$ cat config.mk
export PLATFORM = sky130hd
export DESIGN_NAME = prog_loader_flat
export DESIGN_NICKNAME = d
export VERILOG_FILES = /design/src/rtl/prog_loader_if.sv /design/src/rtl/prog_loader.sv /design/src/flat_wrapper.sv
export SDC_FILE = /design/constraint.sdc
export NUM_CORES = 1
export LEC_CHECK = 0
export ABC_AREA = 1
export BUFFER_PORTS_ARGS = -buffer_cell sky130_fd_sc_hd__buf_4
export CAP_MARGIN = 20
export CORE_MARGIN = 1.5
export CORE_UTILIZATION = 35
export CTS_BUF_LIST = sky130_fd_sc_hd__clkbuf_4 sky130_fd_sc_hd__clkbuf_8 sky130_fd_sc_hd__clkbuf_16
export DETAILED_ROUTE_END_ITERATION = 8
export PLACE_DENSITY = 0.61
export SKIP_CTS_REPAIR_TIMING = 1
export SLEW_MARGIN = 30
export SYNTH_ARGS = -nofsm -noshare
export SYNTH_HDL_FRONTEND = slang
export SYNTH_SLANG_ARGS = --single-unit
$ cat constraint.sdc
create_clock -name clk -period 2.1 [get_ports clk]
set_clock_uncertainty 0.05 [all_clocks]
set_input_delay 0.42 -clock clk [delete_from_list [all_inputs] [get_ports clk]]
set_output_delay 0.42 -clock clk [all_outputs]
set_load 0.02 [all_outputs]
$ cat src/rtl/prog_loader_if.sv
// Byte-stream input and instruction-memory write bus of the program loader.
// slave is the loader's view; master is the source/memory side.
interface prog_loader_if #(
   parameter int ADDR_W = 10
);
   logic              in_valid;
   logic [7:0]        in_data;
   logic              in_ready;
   logic              imem_we;
   logic [ADDR_W-1:0] imem_addr;
   logic [31:0]       imem_wdata;

   modport slave (
      input  in_valid, in_data,
      output in_ready, imem_we, imem_addr, imem_wdata
   );

   modport master (
      output in_valid, in_data,
      input  in_ready, imem_we, imem_addr, imem_wdata
   );
endinterface

$ cat src/rtl/prog_loader.sv
// Boot loader: length-prefixed, XOR-checksummed byte image -> 32-bit imem words.
// One-cycle registered write strobe per word; core released only after CSUM verifies.
module prog_loader #(
   parameter int ADDR_W = 10,
   parameter int DEPTH  = 1024
) (
   input  logic           clk,
   input  logic           rst,
   prog_loader_if.slave   bus,
   output logic           core_rst,
   output logic           done,
   output logic           err
);
   typedef enum logic [2:0] {S_LEN0, S_LEN1, S_DATA, S_CSUM, S_RUN, S_ERR} state_t;

   localparam logic [16:0] DEPTH_L = 17'(DEPTH);

   state_t            state_q, state_d;
   logic [15:0]       len_q, len_d;
   logic [15:0]       word_cnt_q, word_cnt_d;
   logic [1:0]        byte_cnt_q, byte_cnt_d;
   logic [23:0]       asm_q, asm_d;
   logic [7:0]        xor_q, xor_d;
   logic              imem_we_q, imem_we_d;
   logic [ADDR_W-1:0] imem_addr_q, imem_addr_d;
   logic [31:0]       imem_wdata_q, imem_wdata_d;
   logic              core_rst_q, core_rst_d;
   logic              done_q, done_d;
   logic              err_q, err_d;

   logic              in_ready;
   logic              xfer;
   logic [15:0]       n_full;

   assign in_ready = (state_q != S_RUN) && (state_q != S_ERR);
   assign xfer     = bus.in_valid && in_ready;
   assign n_full   = {bus.in_data, len_q[7:0]};

   always_comb begin
      state_d      = state_q;
      len_d        = len_q;
      word_cnt_d   = word_cnt_q;
      byte_cnt_d   = byte_cnt_q;
      asm_d        = asm_q;
      xor_d        = xor_q;
      imem_we_d    = 1'b0;
      imem_addr_d  = imem_addr_q;
      imem_wdata_d = imem_wdata_q;
      core_rst_d   = core_rst_q;
      done_d       = done_q;
      err_d        = err_q;
      if (xfer) begin
         xor_d = xor_q ^ bus.in_data;
         case (state_q)
            S_LEN0: begin
               len_d   = {8'h00, bus.in_data};
               state_d = S_LEN1;
            end
            S_LEN1: begin
               len_d = n_full;
               if (n_full == 16'd0 || {1'b0, n_full} > DEPTH_L) begin
                  state_d = S_ERR;
                  err_d   = 1'b1;
               end else begin
                  state_d    = S_DATA;
                  word_cnt_d = 16'd0;
                  byte_cnt_d = 2'd0;
               end
            end
            S_DATA: begin
               // Bytes enter at the top so the first byte ends up in [7:0].
               asm_d      = {bus.in_data, asm_q[23:8]};
               byte_cnt_d = byte_cnt_q + 2'd1;
               if (byte_cnt_q == 2'd3) begin
                  imem_we_d    = 1'b1;
                  imem_addr_d  = word_cnt_q[ADDR_W-1:0];
                  imem_wdata_d = {bus.in_data, asm_q};
                  word_cnt_d   = word_cnt_q + 16'd1;
                  if (word_cnt_q + 16'd1 == len_q) begin
                     state_d = S_CSUM;
                  end
               end
            end
            S_CSUM: begin
               if ((xor_q ^ bus.in_data) == 8'h00) begin
                  state_d    = S_RUN;
                  core_rst_d = 1'b1;
                  done_d     = 1'b1;
               end else begin
                  state_d = S_ERR;
                  err_d   = 1'b1;
               end
            end
            default: begin
            end
         endcase
      end
   end

   always_ff @(posedge clk or negedge rst) begin
      if (!rst) begin
         state_q      <= S_LEN0;
         len_q        <= '0;
         word_cnt_q   <= '0;
         byte_cnt_q   <= '0;
         asm_q        <= '0;
         xor_q        <= '0;
         imem_we_q    <= 1'b0;
         imem_addr_q  <= '0;
         imem_wdata_q <= '0;
         core_rst_q   <= 1'b0;
         done_q       <= 1'b0;
         err_q        <= 1'b0;
      end else begin
         state_q      <= state_d;
         len_q        <= len_d;
         word_cnt_q   <= word_cnt_d;
         byte_cnt_q   <= byte_cnt_d;
         asm_q        <= asm_d;
         xor_q        <= xor_d;
         imem_we_q    <= imem_we_d;
         imem_addr_q  <= imem_addr_d;
         imem_wdata_q <= imem_wdata_d;
         core_rst_q   <= core_rst_d;
         done_q       <= done_d;
         err_q        <= err_d;
      end
   end

   assign bus.in_ready   = in_ready;
   assign bus.imem_we    = imem_we_q;
   assign bus.imem_addr  = imem_addr_q;
   assign bus.imem_wdata = imem_wdata_q;
   assign core_rst       = core_rst_q;
   assign done           = done_q;
   assign err            = err_q;
endmodule

$ cat src/flat_wrapper.sv
// flat-port wrapper written by rule: the top's interface ports become plain ports
module prog_loader_flat 
#(
   parameter int ADDR_W = 10,
   parameter int DEPTH  = 1024
)
  (clk, rst, core_rst, done, err, bus_in_valid, bus_in_data, bus_in_ready, bus_imem_we, bus_imem_addr, bus_imem_wdata);
  prog_loader_if #(.ADDR_W(ADDR_W)) bus_i ();
  input  logic clk;
  input  logic rst;
  output logic core_rst;
  output logic done;
  output logic err;
  input wire logic [$bits(bus_i.in_valid)-1:0] bus_in_valid;
  input wire logic [$bits(bus_i.in_data)-1:0] bus_in_data;
  output wire logic [$bits(bus_i.in_ready)-1:0] bus_in_ready;
  output wire logic [$bits(bus_i.imem_we)-1:0] bus_imem_we;
  output wire logic [$bits(bus_i.imem_addr)-1:0] bus_imem_addr;
  output wire logic [$bits(bus_i.imem_wdata)-1:0] bus_imem_wdata;
  assign bus_i.in_valid = bus_in_valid;
  assign bus_i.in_data = bus_in_data;
  assign bus_in_ready = bus_i.in_ready;
  assign bus_imem_we = bus_i.imem_we;
  assign bus_imem_addr = bus_i.imem_addr;
  assign bus_imem_wdata = bus_i.imem_wdata;
  prog_loader #(.ADDR_W(ADDR_W), .DEPTH(DEPTH)) u_core (.clk(clk), .rst(rst), .bus(bus_i), .core_rst(core_rst), .done(done), .err(err));
endmodule
# Yosys cells after proc, flatten, opt, wreduce, memory -nomap -nowiden
# Index checks and enable logic that the tools add are counted.
# Widths: inputs -> output; s select.
op_classes:
  n_addsub: 2
  n_bitwise: 2
  n_eq_ne: 12
  n_mux: 17
  n_reduce_logical: 19
  magnitude_cmp: 1
op_table:
  columns: ["op", "count"]
  rows:
  - ["$pmux 16 s2", 2]
  - ["$mux 16", 2]
  - ["$add 16x1->16 const B", 1]
  - ["$eq 16x16->1", 1]
  - ["$gt 16x11->1 const B", 1]
  - ["$logic_not 16->1", 1]
  - ["$pmux 3 s4", 1]
  - ["$reduce_and 3->1", 4]
  - ["$reduce_and 4->1", 3]
  - ["$mux 3", 3]
  - ["$logic_not 8->1", 1]
  - ["$xor 8x8->8", 1]
  - ["$eq 3x2->1 const B", 2]
  - ["$mux 1", 6]
  - ["$ne 2x1->1 const B", 3]
  - ["$ne 3x3->1 const B", 2]
  - ["$reduce_bool 2->1", 3]
  - ["$ne 2x2->1 const B", 2]
  - ["$pmux 2 s2", 1]
  - ["$reduce_and 2->1", 2]
  - ["$reduce_bool 4->1", 1]
  - ["$eq 3x1->1 const B", 1]
  - ["$logic_not 3->1", 1]
  - ["$add 2x1->2 const B", 1]
  - ["6 further kinds", 7]
word_totals:
  wordCells: 65
  register_bits: 114
  input_bits: 11
  output_inout_bits: 47

# Longest topological paths before layout
# Gate-level depths: netlist of run 1.
logic_depth:
  ltp_word: 5
  ltp_mapped: 16
  mapped_depth_nobuf: 16

# Worst setup path after synthesis of run 1
# Ideal clock, no wire load.
synth_path:
  path_type: "flip-flop to flip-flop"
  startpoint: "register u_core.word_cnt_q[0]"
  endpoint: "register u_core.state_q[0]"
  path_stages_with_launch: 15
  arrival_ns: 1.572
  synth_period_minus_slack_ns: 1.738
  path_slack_ns: 0.362
  path_buffers: 0
  setup_time_ns: 0.117
  t_required_ns: 1.933
  path_cell_list: "dfrtp_1 -> ha_1 -> nand3_1 -> nor2_2 -> nand2_1 -> nand3_1 -> nand2_1 -> nor2_1 -> nand2_1 -> nor2_1 -> nand3_1 -> nand2_2 -> nand2_2 -> nand2_1 -> nand2_1"
synth_between:
  elab_chain_len: 4
synth_rtl:
  columns: ["element", "line_no", "text"]
  rows:
  - ["start: declaration", "prog_loader.sv:20", "logic [15:0] word_cnt_q, word_cnt_d;"]
  - ["start signal: assignment", "prog_loader.sv:117", "word_cnt_q <= word_cnt_d;"]
  - ["$add 16x1->16", "prog_loader.sv:79", "if (word_cnt_q + 16'd1 == len_q) begin"]
  - ["$eq 16x16->1", "prog_loader.sv:79", null]
  - ["$ne 2x1->1 (no line)", null, null]
  - ["$reduce_and 4->1 (no line)", null, null]
  - ["end signal: assignment", "prog_loader.sv:115", "state_q <= state_d;"]
  - ["end: declaration", "prog_loader.sv:18", "state_t state_q, state_d;"]
# Every way passes these cells.
# A chain may end at the register's enable or synchronous reset.

# Worst setup path in the final report of run 1
layout_path:
  startpoint: "register u_core.word_cnt_q[1]"
  endpoint: "register u_core.state_q[1]"
# The elaborated chain is that of the path after synthesis.

==> summary.md, run 1 <==
| Metric | Value |
|---|---|
| Status | `finished, final reports clean` |
| Share of the clock period used by the worst path | `slightly above 90%` |
| Largest family of logic cells by synthesized area | `simple AND/OR/NAND/NOR gates` |
| Mapped Cells | `roughly 630` |
| Max Cap Violations | `0` |
| Sequential-to-total area share from yosys stat | `about 55%` |
| Post-synthesis mux area share | `0%` |
| Cell with the largest stage delay on the worst path | `dfrtp_2` |
| Overall global routing resource usage | `between 15 and 20%` |
| Pwr Density | `between 900 and 1000 nW/um2` |
| Worst Path Class, Setup | `flip-flop to flip-flop` |
| TritonCTS Sinks | `between 100 and 150` |
| DP HPWL | `between 8000 and 9000 um` |
| Post-route DRC | `0` |
| Largest net degree at the start of global routing | `42` |
| Combinational Power Share | `10.3%` |
| Pins over their slew limit | `0` |
| Tot Pwr | `about 6.0 mW` |
| Worst slack, placed | `about 0.11 ns` |
| Synthesized Nets | `642` |
| Synth unique cells | `31` |
| Max clock buf depth | `2` |
| FF-to-FF setup slack | `0.18 ns` |
| Post-synthesis xor/xnor area fraction | `between 2 and 2.5%` |
| Setup TNS | `0 ns` |
| Internal | `4.33 mW` |
| Final instance area | `roughly 6600 um2` |
| CP bufs+invs | `0` |
| Site row count | `44` |
| Initial DRT Pass Iterations | `6` |
| Initial antenna violation count | `0` |
| Final setup vio count | `0` |
| Crit end category | `flip-flop` |
| WL met1 | `between 5000 and 6000 um` |
| Routed WL per cell | `about 14 um` |
| Min-Delay Path Class | `input port to flip-flop` |
| Area leader, netlist | `dfrtp_1` |
| Worst slew margin | `a little over three fifths` |
| LEAKAGE | `between 3 and 4 nW` |
| Die area | `around 16000 um2` |
| Synth Area in Compound Gates | `between 10% and 20%` |
| Avg Vias per Cell | `between 4 and 5` |
| Layout net count | `slightly above 700` |
| Uppermost routed layer | `met4` |
| Final min period | `~1.9 ns` |
| DRT iter0 DRCs | `286` |
| Horiz. Die Dim | `approximately 120 um` |
| Slew @ Worst Pin | `roughly 0.56 ns` |
| Total CTS buffers | `17` |
| First-pass GRT wire length | `approximately 21000 um` |
| H-tree levels | `4` |
| Crit-path cells | `nand2_1, nor2_4, nand2_2, nor2_1, nand2_1, nand2_1, nand2_1, nand2_1, nand2_1, nor2_1, nand3_1, nand2_2, nand2_2, nand2_1, nand2_1` |
| Worst Path Required | `around 2.4 ns` |
| Via count | `4299` |
| Post-synth top area share | `between 50 and 60%` |
| Mapped Avg Cell Area | `between 8 and 9 um2` |
| Switch share | `a little over a quarter` |
| Crit path to | `u_core.state_q[1]$_DFFE_PN0P_` |
| Io pins | `58` |
| Placed cell areas | `around 6000 um2` |
| Synth Cell Area | `5200 um2` |
| Worst skew pair latency | `0.41 ns` |
| Synth area leaders | `dfrtp_1 (55%), nand2_1 (16%), inv_1 (5.2%)` |
| Family with the most delay on the worst path | `simple AND/OR/NAND/NOR gates` |
| Synth Area in Simple Gates | `roughly a quarter` |
| Post-Synth Adder-Cell Area | `0.482%` |
| Final worst slack | `0.177 ns` |
| Initial Util | `a little over a third` |
| GPL Wtd Cong | `0.879` |
| Syn. warnings | `0` |
| Met3 routed WL | `~500 um` |
| Setup crit start | `u_core.word_cnt_q[1]$_DFFE_PN0P_` |
| Sequential share of power | `42.3%` |
| Crit Path Max Fanout | `5` |
| Net switching power | `~1.6 mW` |
| Die height | `roughly 120 um` |
| Critical Path Start Type | `flip-flop` |
| Final Hold Violating Endpoints | `0` |
| # diodes | `0` |
| DR WL met2 | `roughly 5700 um` |
| Final ANT Viol Nets | `0` |
| Reg clk slew, reported paths | `roughly 0.060 ns` |
| Largest stage delay, worst path | `0.42 ns` |
| CP arrival | `approximately 2.2 ns` |
| Clk network pwr share | `47.4%` |
| Reg-to-reg endpoint | `u_core.state_q[1]$_DFFE_PN0P_` |
| Final wirelength | `around 12000 um` |
| Root Buffer | `clkbuf_16` |
| Final core occ | `a little under half` |
| Synth Register Bits | `114` |
| WP depth | `15` |
| Core Footprint | `14500 um2` |
| Reg2Reg Depth | `15` |
| Layout cells sized above 1 | `19.1%` |
| TritonCTS clock tree | `done` |
| Port Buf Inserts | `57` |
| Global route total overflow | `0` |
| Worst ir drop on vdd | `slightly above 0.5 mV` |
| Reg-to-Reg Start | `u_core.word_cnt_q[1]$_DFFE_PN0P_` |
| Most used cell, CP | `nand2_1` |
| Fmax | `between 500 and 600 MHz` |
| Vias in the first global route | `between 4000 and 5000` |
| Area Growth Syn to Fin | `26.7%` |
[worst min path at each step]
| stage | from | end | slack [ns] | depth (start not counted) |
|---|---|---|---|---|
| 2_1_floorplan | rst | u_core.asm_q[0]$_DFFE_PN0P_ | 0.07 | 0 |
| 3_3_place_gp | rst | u_core.bus.imem_wdata[20]$_DFFE_PN0P_ | 0.39 | 1 |
| 3_5_place_dp | rst | u_core.bus.imem_wdata[13]$_DFFE_PN0P_ | 0.40 | 1 |
| 4_1_cts | rst | u_core.bus.imem_wdata[13]$_DFFE_PN0P_ | -0.05 | 1 |
| 5_1_grt | bus_in_data[7] | u_core.asm_q[23]$_DFFE_PN0P_ | 0.22 | 3 |
| 6_report | bus_in_data[7] | u_core.asm_q[23]$_DFFE_PN0P_ | 0.22 | 3 |
[cells in the final DEF (no fill, tap or decap), drive strengths merged]
cell type / synthesis / final
clkinv: 1 / 1
o22ai: 8 / 8
xor2: 10 / 10
nor2: 31 / 31
o21ai: 78 / 78
bufinv: 0 / 1
dfrtp: 114 / 114
nand3b: 1 / 1
nand4: 7 / 7
clkinvlp: 0 / 3
buf: 12 / 73
clkbuf: 7 / 17
nand2: 221 / 221
nor4: 1 / 1
a21oi: 1 / 1
o21bai: 2 / 2
a31o: 1 / 1
nor3: 3 / 3
dlygate4sd3: 0 / 1
o31ai: 6 / 6
a22o: 1 / 1
inv: 76 / 87
nand3: 42 / 42
o21a: 1 / 1
ha: 2 / 2
xnor2: 3 / 3
[power groups by stage]
stage | Sequential [mW] | Combinational [mW] | Clock (mW)
6_report | 2.53 | 0.612 | 2.83
5_1_grt | 2.55 | 0.710 | 2.99
3_3_place_gp | 2.55 | 0.598 | 0
4_1_cts | 2.52 | 0.617 | 2.88
3_5_place_dp | 2.56 | 0.610 | 0
2_1_floorplan | 2.58 | 0.347 | 0
[final cells by class]
| type | count | area (um2) |
|---|---|---|
| Inverter | 77 | 292 |
| Clock buffer | 17 | 425 |
| Sequential cell | 114 | 2860 |
| Multi-Input combinational cell | 419 | 2010 |
| Timing Repair Buffer | 74 | 608 |
| Clock inverter | 15 | 159 |
| Fill cell | 1452 | 7950 |
| Tap cell | 184 | 230 |
[routing by layer]
| layer | global-route usage (%) | vias up |
|---|---|---|
| met5 | 0 | - |
| met2 | 25.4 | 104 |
| met3 | 3.65 | 12 |
| met1 | 22.4 | 2026 |
| li1 | - | 2157 |
| met4 | 6.89 | 0 |
[synth_stat cells (all sizes together)]
| library cell | count |
|---|---|
| a21oi | 1 |
| a22o | 1 |
| a31o | 1 |
| buf | 12 |
| clkbuf | 7 |
| clkinv | 1 |
| dfrtp | 114 |
| ha | 2 |
| inv | 76 |
| nand2 | 221 |
| nand3 | 42 |
| nand3b | 1 |
| nand4 | 7 |
| nor2 | 31 |
| nor3 | 3 |
| nor4 | 1 |
| o21a | 1 |
| o21ai | 78 |
| o21bai | 2 |
| o22ai | 8 |
| o31ai | 6 |
| xnor2 | 3 |
| xor2 | 10 |
[registers in the layout (all words and copies together) (netlist names)]
register	flops
u_core.core_rst	1
u_core.err	1
u_core.state_q	3
u_core.bus.imem_we	1
u_core.bus.imem_addr	10
u_core.byte_cnt_q	2
u_core.xor_q	8
u_core.len_q	16
u_core.bus.imem_wdata	32
u_core.asm_q	24
u_core.word_cnt_q	16
[kinds of logic (layout without fill, tap and decap cells)]
| group | count (synthesis) | count (layout) |
|---|---|---|
| buf+inv | 96 | 183 |
| flops | 114 | 114 |
| simple gates | 306 | 306 |
| fa+ha+maj | 2 | 2 |
| xor+xnor | 13 | 13 |
| compound gates | 98 | 98 |
[stage by stage]
step                hold WS [ns]  std cells
finish                     0.222        900
global route               0.218        900
CTS                      -0.0522        897
detailed placement         0.397        865
global placement           0.385        865
floorplan                 0.0744        629
[worst min-delay path, delay by kind of cell]
| kind | cells | cell delay, ns |
|---|---|---|
| buffers and inverters | 1 | 0.12 |
| AOI/OAI and AO/OA | 1 | 0.06 |
| and+or+nand+nor | 1 | 0.05 |
No activity file was read; power rests on OpenSTA's default activity.
==> inputs of run 2 (changes only) <==
--- a/config.mk
+++ b/config.mk
@@ -8,11 +8,13 @@
 export ABC_AREA = 1
 export BUFFER_PORTS_ARGS = -buffer_cell sky130_fd_sc_hd__buf_4
 export CAP_MARGIN = 20
+export CELL_PAD_IN_SITES_DETAIL_PLACEMENT = 0
+export CELL_PAD_IN_SITES_GLOBAL_PLACEMENT = 1
 export CORE_MARGIN = 1.5
 export CORE_UTILIZATION = 35
 export CTS_BUF_LIST = sky130_fd_sc_hd__clkbuf_4 sky130_fd_sc_hd__clkbuf_8 sky130_fd_sc_hd__clkbuf_16
 export DETAILED_ROUTE_END_ITERATION = 8
-export PLACE_DENSITY = 0.61
+export PLACE_DENSITY = 0.75
 export SKIP_CTS_REPAIR_TIMING = 1
 export SLEW_MARGIN = 30
 export SYNTH_ARGS = -nofsm -noshare
==> run 2 against run 1 <==
Core utilization hardly changed; critical path type unchanged; final cell count is 0.11% lower; clock-buffer cell count stayed put; highest routed layer unchanged; clock power is 7.4% higher.
==> summary.md, run 2 (synthesized netlist as in run 1, its figures left out) <==
| Metric | Value |
|---|---|
| Status | `finished, final reports clean` |
| Final instance area | `6590 um2 (about the same)` |
| Reg2Reg Depth | `16 (+1)` |
| TritonCTS Sinks | `114 (unchanged)` |
| Internal | `4.55 mW (+5.0%)` |
| Root Buffer | `clkbuf_16` |
| Reg clk slew, reported paths | `0.06 ns (about the same)` |
| Clk network pwr share | `49.1% (+1.7 points)` |
| Net switching power | `1.64 mW (about the same)` |
| TritonCTS clock tree | `done` |
| CP arrival | `2.19 ns (about the same)` |
| Area Growth Syn to Fin | `26.8% (about the same)` |
| Site row count | `44 (unchanged)` |
| Min-delay src | `bus_in_data[7]` |
| Fmax | `521 MHz (+0.17%)` |
| Reg-to-reg endpoint | `u_core.state_q[1]$_DFFE_PN0P_` |
| Switch share | `26.5% (-0.96 points)` |
| Worst ir drop on vdd | `0.676 mV (+34%)` |
| Worst slack, placed | `0.0992 ns (-0.0131 ns)` |
| Initial antenna violation count | `0 (unchanged)` |
| Final worst slack | `0.180 ns (+0.00331 ns)` |
| Max Cap Violations | `0 (unchanged)` |
| Crit end category | `flip-flop` |
| Vias in the first global route | `4142 (-3.1%)` |
| Max FFs per register | `32 (unchanged)` |
| Final ANT Viol Nets | `0 (unchanged)` |
| Initial DRT Pass Iterations | `4 (-2)` |
| Port Buf Inserts | `57 (unchanged)` |
| Horiz. Die Dim | `125 um (unchanged)` |
| Worst Path Class, Setup | `flip-flop to flip-flop` |
| DP HPWL | `8980 um (+4.0%)` |
| Crit Path Max Fanout | `6 (+1)` |
| Placed cell areas | `5910 um2 (-0.21%)` |
| Io pins | `58 (unchanged)` |
| Final setup vio count | `0 (unchanged)` |
| Pwr Density | `939 nW/um2 (+3.6%)` |
| Overall global routing resource usage | `17.1% (+0.66 points)` |
| Hold path endpoint | `u_core.asm_q[23]$_DFFE_PN0P_` |
| Layout net count | `715 (-0.14%)` |
| LEAKAGE | `3.21 nW (+0.26%)` |
| Placed insts | `865 (unchanged)` |
| Total CTS buffers | `17 (unchanged)` |
| Max clock buf depth | `2 (unchanged)` |
| Tot Pwr | `6.19 mW (+3.6%)` |
| Via count | `4250 (-1.1%)` |
| Commonest non-fill, non-tap cell in the layout | `nand2_1` |
| Avg Vias per Cell | `4.73 (-1.0%)` |
| Largest stage delay, worst path | `0.44 ns (+0.02 ns)` |
| Met1 Usage GRT | `23.9% (+1.5 points)` |
| Global route total overflow | `0 (unchanged)` |
| # diodes | `0 (unchanged)` |
| Post-route DRC | `0 (unchanged)` |
| FF-to-FF setup slack | `0.18 ns (about the same)` |
| Final wirelength | `12700 um (+4.0%)` |
| DRT iter0 DRCs | `242 (-15%)` |
| Setup TNS | `0 ns (unchanged)` |
| GPL Wtd Cong | `0.855 (-2.8%)` |
| Core Footprint | `14500 um2 (unchanged)` |
| Final Hold Violating Endpoints | `0 (unchanged)` |
| Storage element area | `2860 um2 (-0.13%)` |
| Final min period | `1.92 ns (-0.00331 ns)` |
| Crit-path cells | `ha_4, nand3_2, inv_2, nand2_1, nand2_1, nand2_1, nand2_1, nand2_1, inv_1, nand2_1, nor2_1, nand3_1, nand2_2, nand2_2, nand2_1, nand2_1` |
| Layout cells sized above 1 | `18.6% (-0.53 points)` |
| Hold WS | `0.205 ns (-0.0167 ns)` |
| Pins over their slew limit | `0 (unchanged)` |
| Die area | `15600 um2 (unchanged)` |
| Cell with the largest stage delay on the worst path | `dfrtp_2` |
| Largest net degree at the start of global routing | `60 (+43%)` |
| Met3 usage | `4.25% (+0.60 points)` |
| Multi-input gate area | `2000 um2 (-0.50%)` |
| Critical Path Start Type | `flip-flop` |
| Sequential share of power | `40.9% (-1.4 points)` |
| H-tree levels | `4 (unchanged)` |
| Die height | `125 um (unchanged)` |
| Worst slew margin | `77.1% (+14 points)` |
| Hold Crit Depth | `3 (unchanged)` |
| Reg-to-Reg Start | `u_core.word_cnt_q[1]$_DFFE_PN0P_` |
| Final core occ | `45.3% (about the same)` |
| Grt peak-use layer | `met2` |
| Worst Path Required | `2.37 ns (+0.02 ns)` |
| Most used cell, CP | `nand2_1` |
| Min-Delay Path Class | `input port to flip-flop` |
| Post-Layout Cell Count | `899 (-0.11%)` |
| Slew @ Worst Pin | `0.343 ns (-0.215 ns)` |
| RSZ-0062 raised after global routing | `false` |
| Combinational Power Share | `10.0% (-0.3 points)` |
| Initial Util | `35.8% (unchanged)` |
| M2 GR Usage | `25.3% (-0.097 points)` |
| Fillers | `1472 (+1.4%)` |
| Routed WL per cell | `14.1 um (+4.1%)` |
| Share of the clock period used by the worst path | `91.4% (-0.16 points)` |
| First-pass GRT wire length | `21000 um (+1.5%)` |
| Commonest cells after routing, fill and taps aside | `nand2_1 (215), dfrtp_1 (111), inv_1 (72), buf_4 (69), o21ai_0 (45)` |
| Worst skew pair latency | `0.42 ns (about the same)` |
run 2: cell count changes in the layout (fill, tap and decap cells not counted):
cell       before  now
nor2_2          3    4
inv_8           4    2
clkinv_4        0    1
inv_4           1    0
nand3_1        38   39
bufinv_16       1    3
dfrtp_2         6    3
nor2_1         22   21
inv_2           3    4
inv_6           7    6
dfrtp_1       108  111
buf_12          4    3
nand3_4         1    0
run 2: layout make-up:
type	count	share of cell area, %
Inverter	77	4.39
Clock buffer	17	6.46
Sequential cell	114	43.4
Clock inverter	15	2.98
Multi-Input combinational cell	419	30.4
Timing Repair Buffer	73	8.93
Tap cell	184	3.50
run 2: worst max path at each step:
stage | startpoint | end | slack, ns | depth (start not counted)
3_5_place_dp | u_core.word_cnt_q[0]$_DFFE_PN0P_ | u_core.state_q[1]$_DFFE_PN0P_ | 0.1 | 14
5_1_grt | u_core.word_cnt_q[1]$_DFFE_PN0P_ | u_core.state_q[0]$_DFFE_PN0P_ | 0.00001 | 14
6_report | u_core.word_cnt_q[1]$_DFFE_PN0P_ | u_core.state_q[1]$_DFFE_PN0P_ | 0.18 | 16
2_1_floorplan | u_core.word_cnt_q[0]$_DFFE_PN0P_ | u_core.state_q[0]$_DFFE_PN0P_ | 0.36 | 14
3_3_place_gp | bus_in_data[0] | u_core.word_cnt_q[15]$_DFFE_PN0P_ | 0.15 | 11
4_1_cts | u_core.word_cnt_q[1]$_DFFE_PN0P_ | u_core.state_q[1]$_DFFE_PN0P_ | 0.09 | 16
run 2: power groups by stage:
stage               registers, mW  logic, mW  clock network [mW]
floorplan                    2.58      0.347                   0
global placement             2.56      0.604                   0
detailed placement           2.57      0.616                   0
CTS                          2.53      0.622                3.10
global route                 2.55      0.709                3.21
finish                       2.53      0.617                3.04
run 2: critical path, delay by kind of cell (launching register included):
| kind | cells | cell delay [ns] |
|---|---|---|
| adder cells (fa/ha/maj) | 1 | 0.17 |
| buffers and inverters | 2 | 0.17 |
| flip-flops | 1 | 0.44 |
| AND/OR/NAND/NOR | 13 | 0.96 |
run 2: layer usage:
metal | share of wire (%) | vias up
met3 | 3.0 | 21
met5 | 0 | -
li1 | - | 2167
met4 | 1.9 | 0
met2 | 46 | 74
met1 | 49 | 1988
==> inputs of run 3 (changes only) <==
==> constraint.sdc (replaced) <==
create_clock -name clk -period 2.35 [get_ports clk]
set_clock_uncertainty 0.05 [all_clocks]
set_input_delay 0.47 -clock clk [delete_from_list [all_inputs] [get_ports clk]]
set_output_delay 0.47 -clock clk [all_outputs]
set_load 0.02 [all_outputs]
==> run 3 against run 2 <==
Via count is 0.73% lower; register-to-register slack better by 0.15 ns; sequential power is 11% lower; die area stayed put; core utilization is 0.69 points lower; fmax is 4.8% lower; non-clock buffer count is 6 lower; critical path depth is 2 lower; global-route usage hardly changed.
==> summary.md, run 3 (synthesized netlist as in run 1, its figures left out) <==
| Metric | Value |
|---|---|
| Multi-input gate area | `1970 um2 (-1.8%)` |
| Final wirelength | `12500 um (-0.93%)` |
| Setup TNS | `0 ns (unchanged)` |
| TritonCTS clock tree | `done` |
| Worst Path Required | `2.60 ns (+0.23 ns)` |
| Initial antenna violation count | `0 (unchanged)` |
| Layout net count | `709 (-0.84%)` |
| Worst slew margin | `60.1% (-17 points)` |
| H-tree levels | `4 (unchanged)` |
| Initial Util | `35.8% (unchanged)` |
| Combinational Power Share | `10.1% (about the same)` |
| Fillers | `1452 (-1.4%)` |
| Switch share | `25.0% (-1.5 points)` |
| Final min period | `2.02 ns (+0.0963 ns)` |
| Clk network pwr share | `48.3% (-0.8 points)` |
| Layout cells sized above 1 | `16.8% (-1.8 points)` |
| Commonest cells after routing, fill and taps aside | `nand2_1 (215), dfrtp_1 (114), inv_1 (72), buf_4 (63), o21ai_0 (45)` |
| DP HPWL | `8980 um (about the same)` |
| Root Buffer | `clkbuf_16` |
| Io pins | `58 (unchanged)` |
| Max Cap Violations | `0 (unchanged)` |
| Total CTS buffers | `17 (unchanged)` |
| Final Hold Violating Endpoints | `0 (unchanged)` |
| Horiz. Die Dim | `125 um (unchanged)` |
| Core Footprint | `14500 um2 (unchanged)` |
| Avg Vias per Cell | `4.72 (about the same)` |
| Placed cell areas | `5870 um2 (-0.64%)` |
| Share of the clock period used by the worst path | `85.8% (-5.6 points)` |
| Pwr Density | `836 nW/um2 (-11%)` |
| Final setup vio count | `0 (unchanged)` |
| Reg clk slew, reported paths | `0.05 ns (about the same)` |
| Critical Path Start Type | `flip-flop` |
| LEAKAGE | `3.19 nW (-0.80%)` |
| Worst ir drop on vdd | `0.443 mV (-34%)` |
| Crit end category | `flip-flop` |
| CP arrival | `2.27 ns (+0.08 ns)` |
| Post-route DRC | `0 (unchanged)` |
| First-pass GRT wire length | `20900 um (-0.20%)` |
| Routed WL per cell | `14.0 um (-0.27%)` |
| Worst skew pair latency | `0.42 ns (about the same)` |
| Internal | `4.07 mW (-11%)` |
| Storage element area | `2850 um2 (-0.13%)` |
| Final instance area | `6490 um2 (-1.5%)` |
| Tot Pwr | `5.42 mW (-12%)` |
| Post-Layout Cell Count | `893 (-0.67%)` |
| Pins over their slew limit | `0 (unchanged)` |
| Global route total overflow | `0 (unchanged)` |
| Crit Path Max Fanout | `5 (-1)` |
| Site row count | `44 (unchanged)` |
| Final core occ | `44.6% (-0.69 points)` |
| Max clock buf depth | `2 (unchanged)` |
| Status | `finished, final reports clean` |
| Vias in the first global route | `4028 (-2.8%)` |
| Slew @ Worst Pin | `0.598 ns (+0.255 ns)` |
| # diodes | `0 (unchanged)` |
| Area Growth Syn to Fin | `24.8%` |
| Sequential share of power | `41.6% (+0.7 points)` |
| Fmax | `496 MHz (-4.8%)` |
| Via count | `4219 (-0.73%)` |
| TritonCTS Sinks | `114 (unchanged)` |
| Commonest non-fill, non-tap cell in the layout | `nand2_1` |
| Port Buf Inserts | `57 (unchanged)` |
| Worst Path Class, Setup | `flip-flop to flip-flop` |
| Initial DRT Pass Iterations | `5 (+1)` |
| DRT iter0 DRCs | `241 (-0.41%)` |
| Die area | `15600 um2 (unchanged)` |
| Min-Delay Path Class | `input port to flip-flop` |
| Die height | `125 um (unchanged)` |
| Placed insts | `860 (-0.58%)` |
| Final ANT Viol Nets | `0 (unchanged)` |
| Largest net degree at the start of global routing | `43 (-28%)` |
| RSZ-0062 raised after global routing | `false` |
| Net switching power | `1.35 mW (-17%)` |
| Max FFs per register | `32 (unchanged)` |
| Overall global routing resource usage | `17.1% (about the same)` |
| GPL Wtd Cong | `0.924 (+8.1%)` |
## run 3: metal layers
layer	vias to the layer above	share of wire, %	global-route usage, %
met5	-	0	0
met1	1951	48	24.0
li1	2139	-	-
met2	110	45	25.0
met3	19	4.4	4.30
met4	0	2.1	7.75
## run 3: final timing paths
check,endpoint,slack (ns),startpoint,cells past startpoint
max reg2reg,u_core.state_q[0]$_DFFE_PN0P_,0.33,u_core.word_cnt_q[1]$_DFFE_PN0P_,14
min in group asynchronous,u_core.asm_q[12]$_DFFE_PN0P_,0.50,rst,2
max,u_core.state_q[0]$_DFFE_PN0P_,0.33,u_core.word_cnt_q[1]$_DFFE_PN0P_,14
min,u_core.asm_q[23]$_DFFE_PN0P_,0.26,bus_in_data[7],3
min reg2reg,u_core.bus.imem_wdata[6]$_DFFE_PN0P_,0.42,u_core.bus.imem_wdata[6]$_DFFE_PN0P_,2
max in group asynchronous,u_core.bus.imem_wdata[26]$_DFFE_PN0P_,1.16,rst,3
## run 3: cell type report
class | instances | share of cell area, %
clock buffers | 19 | 6.89
clock inverters | 13 | 2.45
inverters | 77 | 4.46
multi-input cells | 419 | 30.3
flip-flops and latches | 114 | 44.0
well taps | 184 | 3.55
repair buffers | 67 | 8.37
## run 3: worst max-delay path, cell delays in order (launching register included)
cell and delay [ns]:
dfrtp_1 0.42, ha_1 0.22, nand3_1 0.18, nor2_2 0.19, nand2_1 0.09, nand3_1 0.09, nand2_1 0.05, nor2_1 0.10
nand2_1 0.05, nor2_1 0.10, nand3_1 0.11, nand2_2 0.09, nand2_2 0.06, nand2_1 0.06, nand2_1 0.05
## run 3: power groups by stage
| stage | Clock [mW] | Combinational (mW) | Sequential [mW] |
|---|---|---|---|
| 2_1_floorplan | 0 | 0.310 | 2.30 |
| 3_3_place_gp | 0 | 0.542 | 2.29 |
| 3_5_place_dp | 0 | 0.551 | 2.29 |
| 4_1_cts | 2.69 | 0.554 | 2.26 |
| 5_1_grt | 2.78 | 0.631 | 2.28 |
| 6_report | 2.62 | 0.548 | 2.26 |
## run 3: metrics by stage
| stage | worst slack, ns | hold WS, ns |
|---|---|---|
| final | 0.334 | 0.262 |
| after global routing | 0.0267 | 0.271 |
| after CTS | 0.314 | -0.0359 |
| after detailed placement | 0.316 | 0.412 |
| after global placement | 0.369 | 0.408 |
| after floorplan | 0.612 | 0.124 |
